`config.mk`:
```
export PLATFORM = sky130hd
export DESIGN_NAME = if_fetch_stage
export DESIGN_NICKNAME = d
export VERILOG_FILES = /design/src/rtl/riscv_pkg.sv /design/src/rtl/if_fetch_stage.sv
export SDC_FILE = /design/constraint.sdc
export NUM_CORES = 1
export LEC_CHECK = 0
export CAP_MARGIN = 20
export CORE_MARGIN = 2
export CORE_UTILIZATION = 47
export CTS_CLUSTER_DIAMETER = 50
export DETAILED_ROUTE_END_ITERATION = 6
export PLACE_DENSITY = 0.9
export SETUP_SLACK_MARGIN = 0.5
export SLEW_MARGIN = 20
export SYNTH_ARGS = -nofsm -noshare
export SYNTH_HDL_FRONTEND = slang
export SYNTH_SLANG_ARGS = --single-unit
export TNS_END_PERCENT = 5
```
`constraint.sdc`:
```
create_clock -name clk -period 2.7 [get_ports clk]
set_input_delay 0.27 -clock clk [delete_from_list [all_inputs] [get_ports clk]]
set_output_delay 0.27 -clock clk [all_outputs]
set_load 0.05 [all_outputs]
```
`src/rtl/riscv_pkg.sv`:
```
// Shared fetch-stage types and constants: widths, bubble instruction and fetch FSM states.
package riscv_pkg;

    localparam int unsigned PC_W   = 8;
    localparam int unsigned INST_W = 32;

    // addi x0,x0,0
    localparam logic [INST_W-1:0] NOP_INST_DEFAULT = 32'h0000_0013;

    typedef enum logic [1:0] {
        REQ,
        WAIT,
        HOLD,
        DROP
    } fetch_state_t;

endpackage

```
`src/rtl/if_fetch_stage.sv`:
```
// Instruction fetch stage: owns the PC, keeps one request outstanding to a variable-latency
// instruction memory, and feeds IF/ID with fetched instructions or NOP bubbles.
module if_fetch_stage
    import riscv_pkg::*;
#(
    parameter logic [PC_W-1:0]   RESET_PC = 8'h00,
    parameter logic [INST_W-1:0] NOP_INST = NOP_INST_DEFAULT
) (
    input  logic              clk,
    input  logic              rst,
    input  logic              stall,
    input  logic              redirect,
    input  logic [PC_W-1:0]   redirect_pc,
    output logic              imem_req,
    output logic [PC_W-1:0]   imem_addr,
    input  logic              imem_rvalid,
    input  logic [INST_W-1:0] imem_rdata,
    output logic [INST_W-1:0] inst_out,
    output logic [PC_W-1:0]   pc_out,
    output logic [PC_W-1:0]   pc4_out,
    output logic              inst_valid
);

    fetch_state_t      state_q, state_d;
    logic [PC_W-1:0]   pc_q, pc_d;
    logic [PC_W-1:0]   pc_inc;
    logic [INST_W-1:0] buf_q, buf_d;
    logic              req;
    logic              deliver;
    logic [INST_W-1:0] deliver_inst;

    assign pc_inc = pc_q + PC_W'(4);

    always_comb begin
        state_d      = state_q;
        pc_d         = pc_q;
        buf_d        = buf_q;
        req          = 1'b0;
        deliver      = 1'b0;
        deliver_inst = NOP_INST;

        unique case (state_q)
            REQ: begin
                if (redirect) begin
                    pc_d = redirect_pc;
                end else begin
                    req     = 1'b1;
                    state_d = WAIT;
                end
            end

            WAIT: begin
                if (redirect) begin
                    // A response still in flight must be swallowed before the next request.
                    pc_d    = redirect_pc;
                    state_d = imem_rvalid ? REQ : DROP;
                end else if (imem_rvalid) begin
                    deliver      = 1'b1;
                    deliver_inst = imem_rdata;
                    if (stall) begin
                        buf_d   = imem_rdata;
                        state_d = HOLD;
                    end else begin
                        pc_d    = pc_inc;
                        state_d = REQ;
                    end
                end
            end

            HOLD: begin
                if (redirect) begin
                    pc_d    = redirect_pc;
                    buf_d   = '0;
                    state_d = REQ;
                end else begin
                    deliver      = 1'b1;
                    deliver_inst = buf_q;
                    if (!stall) begin
                        pc_d    = pc_inc;
                        state_d = REQ;
                    end
                end
            end

            DROP: begin
                if (redirect) begin
                    pc_d = redirect_pc;
                end
                if (imem_rvalid) begin
                    state_d = REQ;
                end
            end

            default: state_d = REQ;
        endcase
    end

    always_ff @(posedge clk) begin
        if (rst) begin
            state_q <= REQ;
            pc_q    <= RESET_PC;
            buf_q   <= '0;
        end else begin
            state_q <= state_d;
            pc_q    <= pc_d;
            buf_q   <= buf_d;
        end
    end

    // Reset overrides outputs combinationally so the reset cycle itself already shows RESET_PC.
    assign imem_req   = req & ~rst;
    assign imem_addr  = pc_q;
    assign inst_valid = deliver & ~rst;
    assign inst_out   = (deliver && !rst) ? deliver_inst : NOP_INST;
    assign pc_out     = rst ? RESET_PC : pc_q;
    assign pc4_out    = rst ? RESET_PC + PC_W'(4) : pc_inc;

endmodule

```
After elaboration in Yosys (flattened, before gate mapping):

Cells that the tools add are included.

* register bits after elaboration: 42

* add/sub/neg operators: 1
* equal/unequal tests: 12
* multiplexer cells: 32
* bitwise logic cells: 3
* reduce and logical (&&, ||, !) cells: 8

Operator list (count)
* 32-bit two-way mux: 8
* 32-bit case mux with 2 select lines: 2
* 8-bit two-way mux: 7
* 8-bit case mux with 3 select lines: 1
* 2-bit two-way mux: 8
* 2-bit != test, second input constant: 6
* 8-bit by 3-bit adder with 8-bit output, second input constant: 1
* 2-bit case mux with 4 select lines: 1
* 3-bit != test, second input constant: 2
* 5-bit AND reduction: 1
* 2-bit equality test, second input constant: 2
* 1-bit two-way mux: 4
* 4-bit AND reduction: 1
* 1-bit AND: 2
* 2-bit by 1-bit equality test with 1-bit output, second input constant: 1
* 2-bit zero test: 1
* 2-bit by 1-bit != test with 1-bit output, second input constant: 1
* 1-bit case mux with 2 select lines: 1
* 2-bit AND reduction: 1
* 2-bit nonzero test: 1
* 2-bit OR reduction: 1
* 1-bit logical AND: 1
* 1-bit zero test: 1
* 1-bit inverter: 1

Longest topological paths before layout:

* depth after elaboration: 5
* gate-level depth with buffers: 9
* gate-level depth less buffers: 7

Least setup slack after synthesis:

OpenSTA, ideal clock, no wires.

* kind: register to output
* start point: register state_q[1]
* end point: output port inst_out[21]
* arrival time: 2100 ps
* data required time: 2430 ps
* slack: 330 ps
* stages on the path, launching flop included: 9
* cells stage by stage: dfxtp_1 inv_1 ha_1 buf_2 and2_1 nor2_1 or3_1 clkbuf_1 nor2_1

* word-level cells in the longest chain between the ends: 4
* elaborated cells on any way between the ends: 6
* those cells by class: eq/ne: 2; mux: 3; reduce/logical: 1

RTL lines
* start, declared: RTL line if_fetch_stage.sv:24 `fetch_state_t state_q, state_d;`
* start signal, assigned: RTL line if_fetch_stage.sv:104 `state_q <= state_d;`
* 2-bit equality test / 2-bit by 1-bit equality test with 1-bit output (equally long branches): RTL line if_fetch_stage.sv:42 `unique case (state_q)`
* 1-bit case mux with 2 select lines: RTL line if_fetch_stage.sv:42
* 1-bit logical AND: RTL line if_fetch_stage.sv:114 `assign inst_out = (deliver && !rst) ? deliver_inst : NOP_INST;`
* 32-bit two-way mux (*): RTL line if_fetch_stage.sv:114
* end, declared: RTL line if_fetch_stage.sv:18 `output logic [INST_W-1:0] inst_out,`

Every way passes the cells marked *; elsewhere a longest branch is shown, timed or not.

Final worst setup path:

* start point: register state_q[1]
* end point: output port inst_out[20]

The elaborated chain is that of the path after synthesis.

==> impl_summary.md <==
STA
After layout, the worst path uses 85.3% of the clock period. The final-report max-slew violation count was 0. In this run the tightest slew margin relative to its limit is 58.8%. The total negative slack is 0 ns. The highest clock frequency the design can meet is 434 MHz. The total count of hold-check failures in the final report was 0. The minimum setup slack in the final design is 0.397 ns. Setup repair after global routing could not meet its margin everywhere. Between clock sinks in the finished design, the worst skew comes to 0.00792 ns. The final number of setup-violating endpoints is 0. The post-route worst hold slack is 0.453 ns. Subtracting the final worst setup slack from the clock period gives 2.30 ns. The slew of the pin with the lowest slew margin is 0.615 ns.

Setup path
Traced cell by cell, the critical path runs through inv_2 -> ha_4 -> nand2b_4 -> or3_4 -> clkbuf_16 -> nor2_2 -> buf_12. The cell class contributing the biggest share of worst-path delay is simple AND/OR/NAND/NOR gates. The kind of end point of the critical path is an output port. The worst setup path is of the reg2out kind. Across all register-to-register paths, the minimum setup slack is 0.79 ns. The biggest cell delay along the critical path is 0.43 ns.

The critical path contains buffers and inverters numbering 3 combined. At the worst endpoint, the arrival time is 2.03 ns. At the worst endpoint, the required time is 2.43 ns. Of all nets on the critical path, the largest fanout is 7.

The worst setup path is launched from a flop. Among all stages on the critical path, the largest delay is contributed by sky130_fd_sc_hd__or3_4.

Synthesis
The cell area after synthesis is 2590 um^2. The largest total area in the synthesized netlist belongs to sky130_fd_sc_hd__dfxtp_1. Of all flip-flops after synthesis, the portion carrying an async set or reset was 0%.

The post-synthesis sequential area ratio is 32.4%. The commonest cells after synthesis are sky130_fd_sc_hd__nor2_1, sky130_fd_sc_hd__dfxtp_1, sky130_fd_sc_hd__mux2i_1. In this run, synthesis produced a sequential element count of 42.

After technology mapping, the gate count stands at 327. By area, the combinational part of the netlist is dominated by simple AND/OR/NAND/NOR gates. The mean cell area of the mapped netlist is 7.94 um^2.

The complex-gate fraction of the synthesized area is 14.9%. Of the total synthesized cell area, the portion taken by XOR and XNOR cells is 1.69%. The most frequently used flop master after synthesis is sky130_fd_sc_hd__dfxtp_1. Yosys printed 0 warnings. The synthesized netlist contains 35 unique library cells. After Yosys synthesis, and, or, nand and nor cells account for 26.5% of the synthesized area. The area share of the largest cell type after synthesis is 32.4%. Ranked by total cell area, the synthesized netlist is headed by sky130_fd_sc_hd__dfxtp_1, sky130_fd_sc_hd__mux2i_1, sky130_fd_sc_hd__nor2_1, sky130_fd_sc_hd__a22oi_1, sky130_fd_sc_hd__and2_1. The number of flops mapped to enable cells by yosys is 0. The mux share of post-synthesis cell area is 13.9%.

The most frequent cell after synthesis is sky130_fd_sc_hd__nor2_1. Synthesis produced a netlist with a net count of 378. The arithmetic-cell share of the synthesized area counting full adders, half adders and majority gates is 2.89%.

Floorplan
The floorplan step set the die width to 78.3 um. The standard-cell row count is 27. The placeable core region is 5410 um^2.

The die area is 6130 um^2. In this run the vertical extent of the chip is 78.3 um. Once the floorplan was initialized, standard cells occupied 48.0% of the core. 103 I/O pins were placed.

Layout
After the flow finishes, the layout carries non-filler instances totaling 497. Once layout is complete, the utilization of the core stands at 79.7%. The share of cells above drive strength 1 is 24.0%. The area growth from synthesis to layout is 66.1%.

Counting the fill cells in the layout gives 363. The number of antenna diodes in the final layout is 0. After the last flow step, the layout net total stands at 475. The area of all placed cells without fillers is 4310 um^2.

Pwr
The worst ir drop on vdd is 0.373 mV. Per report_power, the combinational group accounts for 29.1% of the total. After layout, the design draws a total of 1.53 mW.

The internal power component is 1.04 mW. For this design the total switching power over the nets is 0.496 mW. Dividing total power by cell area gives a power density of 356 nW/um^2. In this run, flip-flops and latches consume 43.1% of the power.

The switching fraction of total power is 32.4%. In this run the static leakage power is 1.79 nW. The relative contribution of the clock network to total power is 27.8%.

Global route
The via count of the first global-routing pass is 2711. The first global-routing pass estimated 12.3 mm of wire. The pin count of the biggest net entering global routing is 32. Summed over all layers, the global routing overflow is 0. The initial antenna violation count was 0. Global routing used 24.9% of the available tracks.

Placed design
The instance area after placement is 3900 um^2. Input and output buffers added on the ports amount to 102. Routability-driven placement finished with a final weighted congestion of 0.851. The instance count after placement with tap cells included is 481. Detailed placement finished with a half-perimeter wire length of 5.22 mm.

The pre-CTS worst setup slack is 0.374 ns.

CTS
Counting the buffers created by CTS gives 5. CTS placed an instance of sky130_fd_sc_hd__clkbuf_8 at the clock tree root. The post-CTS clock slew at the launch and capture registers of the worst setup and hold paths is 0.08 ns. The number of clock sinks is 42.

TritonCTS built the clock tree. The CTS H-tree depth is 2. The number of hold buffers added after cts is 0. The clock network latency to the later pin of the worst-skew pair is 0.30 ns.

No sink is reached through more buffers than the 2 on the longest clock path.

Routing
The average wire length per cell after detail routing is 16.9 um. After the first detailed-routing iteration, the DRC count stood at 147. The vias per cell is 5.48. The routed design has 8.40 mm of wire.

The number of nets with antenna violations after detailed routing is 0. The total iterations of the first detailed-routing run is 5. The vias after detailed routing is 2724. In the routed design, unresolved DRC markers number 0.

Worst hold path
The path class of the lowest-slack min-delay path is in2reg.

Run
The total of max-cap violations is 0.

Run status
The flow ran to the end, and the final reports show no timing, DRC or antenna violations.
## cell type report
| type | instances | area [um^2] | share of cell area (%) |
|---|---|---|---|
| Clock inverter | 2 | 12.5 | 0.290 |
| Clock buffer | 6 | 82.6 | 1.92 |
| Tap cell | 72 | 90.1 | 2.09 |
| Inverter | 10 | 40.0 | 0.929 |
| Sequential cell | 42 | 848 | 19.7 |
| Timing Repair Buffer | 119 | 1500 | 34.7 |
| Multi-Input combinational cell | 246 | 1740 | 40.4 |
## state kept, by name, indices dropped and copies added, names as in the netlist
name and flops:
buf_q 32, imem_addr 8, state_q 2
## per-layer routing
layer	wire, um	track usage [%]	vias to the layer above	part of all wire (%)
li1	-	-	1300	-
met1	3370	28.3	1316	40
met2	4450	44.7	98	53
met3	464	6.44	10	5.5
met4	110	9.30	0	1.3
met5	0	0	-	0
## worst paths after layout
| check | cells after the start | startpoint | endpoint |
|---|---|---|---|
| max | 7 | state_q[1] | inst_out[20] |
| min | 2 | rst | buf_q[9] |
| max reg2reg | 7 | state_q[0] | imem_addr[7] |
| min reg2reg | 2 | imem_addr[0] | imem_addr[0] |
## kinds of logic (layout without fill, tap and decap cells)
| kind of cell | Yosys count | after routing |
|---|---|---|
| AND/OR/NAND/NOR | 141 | 141 |
| AO/OA/AOI/OAI | 58 | 58 |
| flip-flops | 42 | 42 |
| buffers and inverters | 39 | 137 |
| multiplexers | 36 | 36 |
| adder cells (fa/ha/maj) | 6 | 6 |
| XOR/XNOR | 5 | 5 |
## cells in the final DEF (no fill, tap or decap), types with 2 or more instances in the layout
cell type	netlist	final
sky130_fd_sc_hd__buf_6	5	4
sky130_fd_sc_hd__clkbuf_8	0	6
sky130_fd_sc_hd__o21ai_0	11	11
sky130_fd_sc_hd__or3_1	4	2
sky130_fd_sc_hd__buf_4	2	14
sky130_fd_sc_hd__ha_1	6	4
sky130_fd_sc_hd__buf_12	0	31
sky130_fd_sc_hd__nor3_1	3	3
sky130_fd_sc_hd__a22oi_1	29	29
sky130_fd_sc_hd__o21a_1	2	2
sky130_fd_sc_hd__mux2i_1	35	35
sky130_fd_sc_hd__o32ai_1	2	2
sky130_fd_sc_hd__dlygate4sd2_1	0	2
sky130_fd_sc_hd__xnor2_1	4	4
sky130_fd_sc_hd__inv_2	1	2
sky130_fd_sc_hd__dfxtp_1	42	40
sky130_fd_sc_hd__nand3_1	7	6
sky130_fd_sc_hd__nor2_1	72	43
sky130_fd_sc_hd__ha_4	0	2
sky130_fd_sc_hd__nor2_2	0	14
sky130_fd_sc_hd__nor2b_1	9	9
sky130_fd_sc_hd__dfxtp_4	0	2
sky130_fd_sc_hd__inv_1	9	7
sky130_fd_sc_hd__and2_1	33	33
sky130_fd_sc_hd__clkbuf_16	0	2
sky130_fd_sc_hd__nor2_4	0	15
sky130_fd_sc_hd__clkdlybuf4s50_1	0	64
sky130_fd_sc_hd__nand2_1	5	5
sky130_fd_sc_hd__nand2b_1	2	2
sky130_fd_sc_hd__a31oi_1	4	4
sky130_fd_sc_hd__a21oi_1	8	8
## repair_timing
item                                    CTS  global route
resized for setup                        24            41
pin swaps                                 0             3
gates cloned                              0             3
endpoints found under the setup margin   37            38
hold endpoints to repair                  0             0
buffers inserted                          1             4
## power groups by stage
stage,Sequential [mW],Clock [mW],Combinational [mW]
3_3_place_gp,0.673,0,0.387
6_report,0.661,0.427,0.447
2_1_floorplan,0.701,0,0.219
3_5_place_dp,0.675,0,0.395
4_1_cts,0.662,0.431,0.410
5_1_grt,0.663,0.468,0.473
Note: power is estimated with default switching activity, not from simulation.
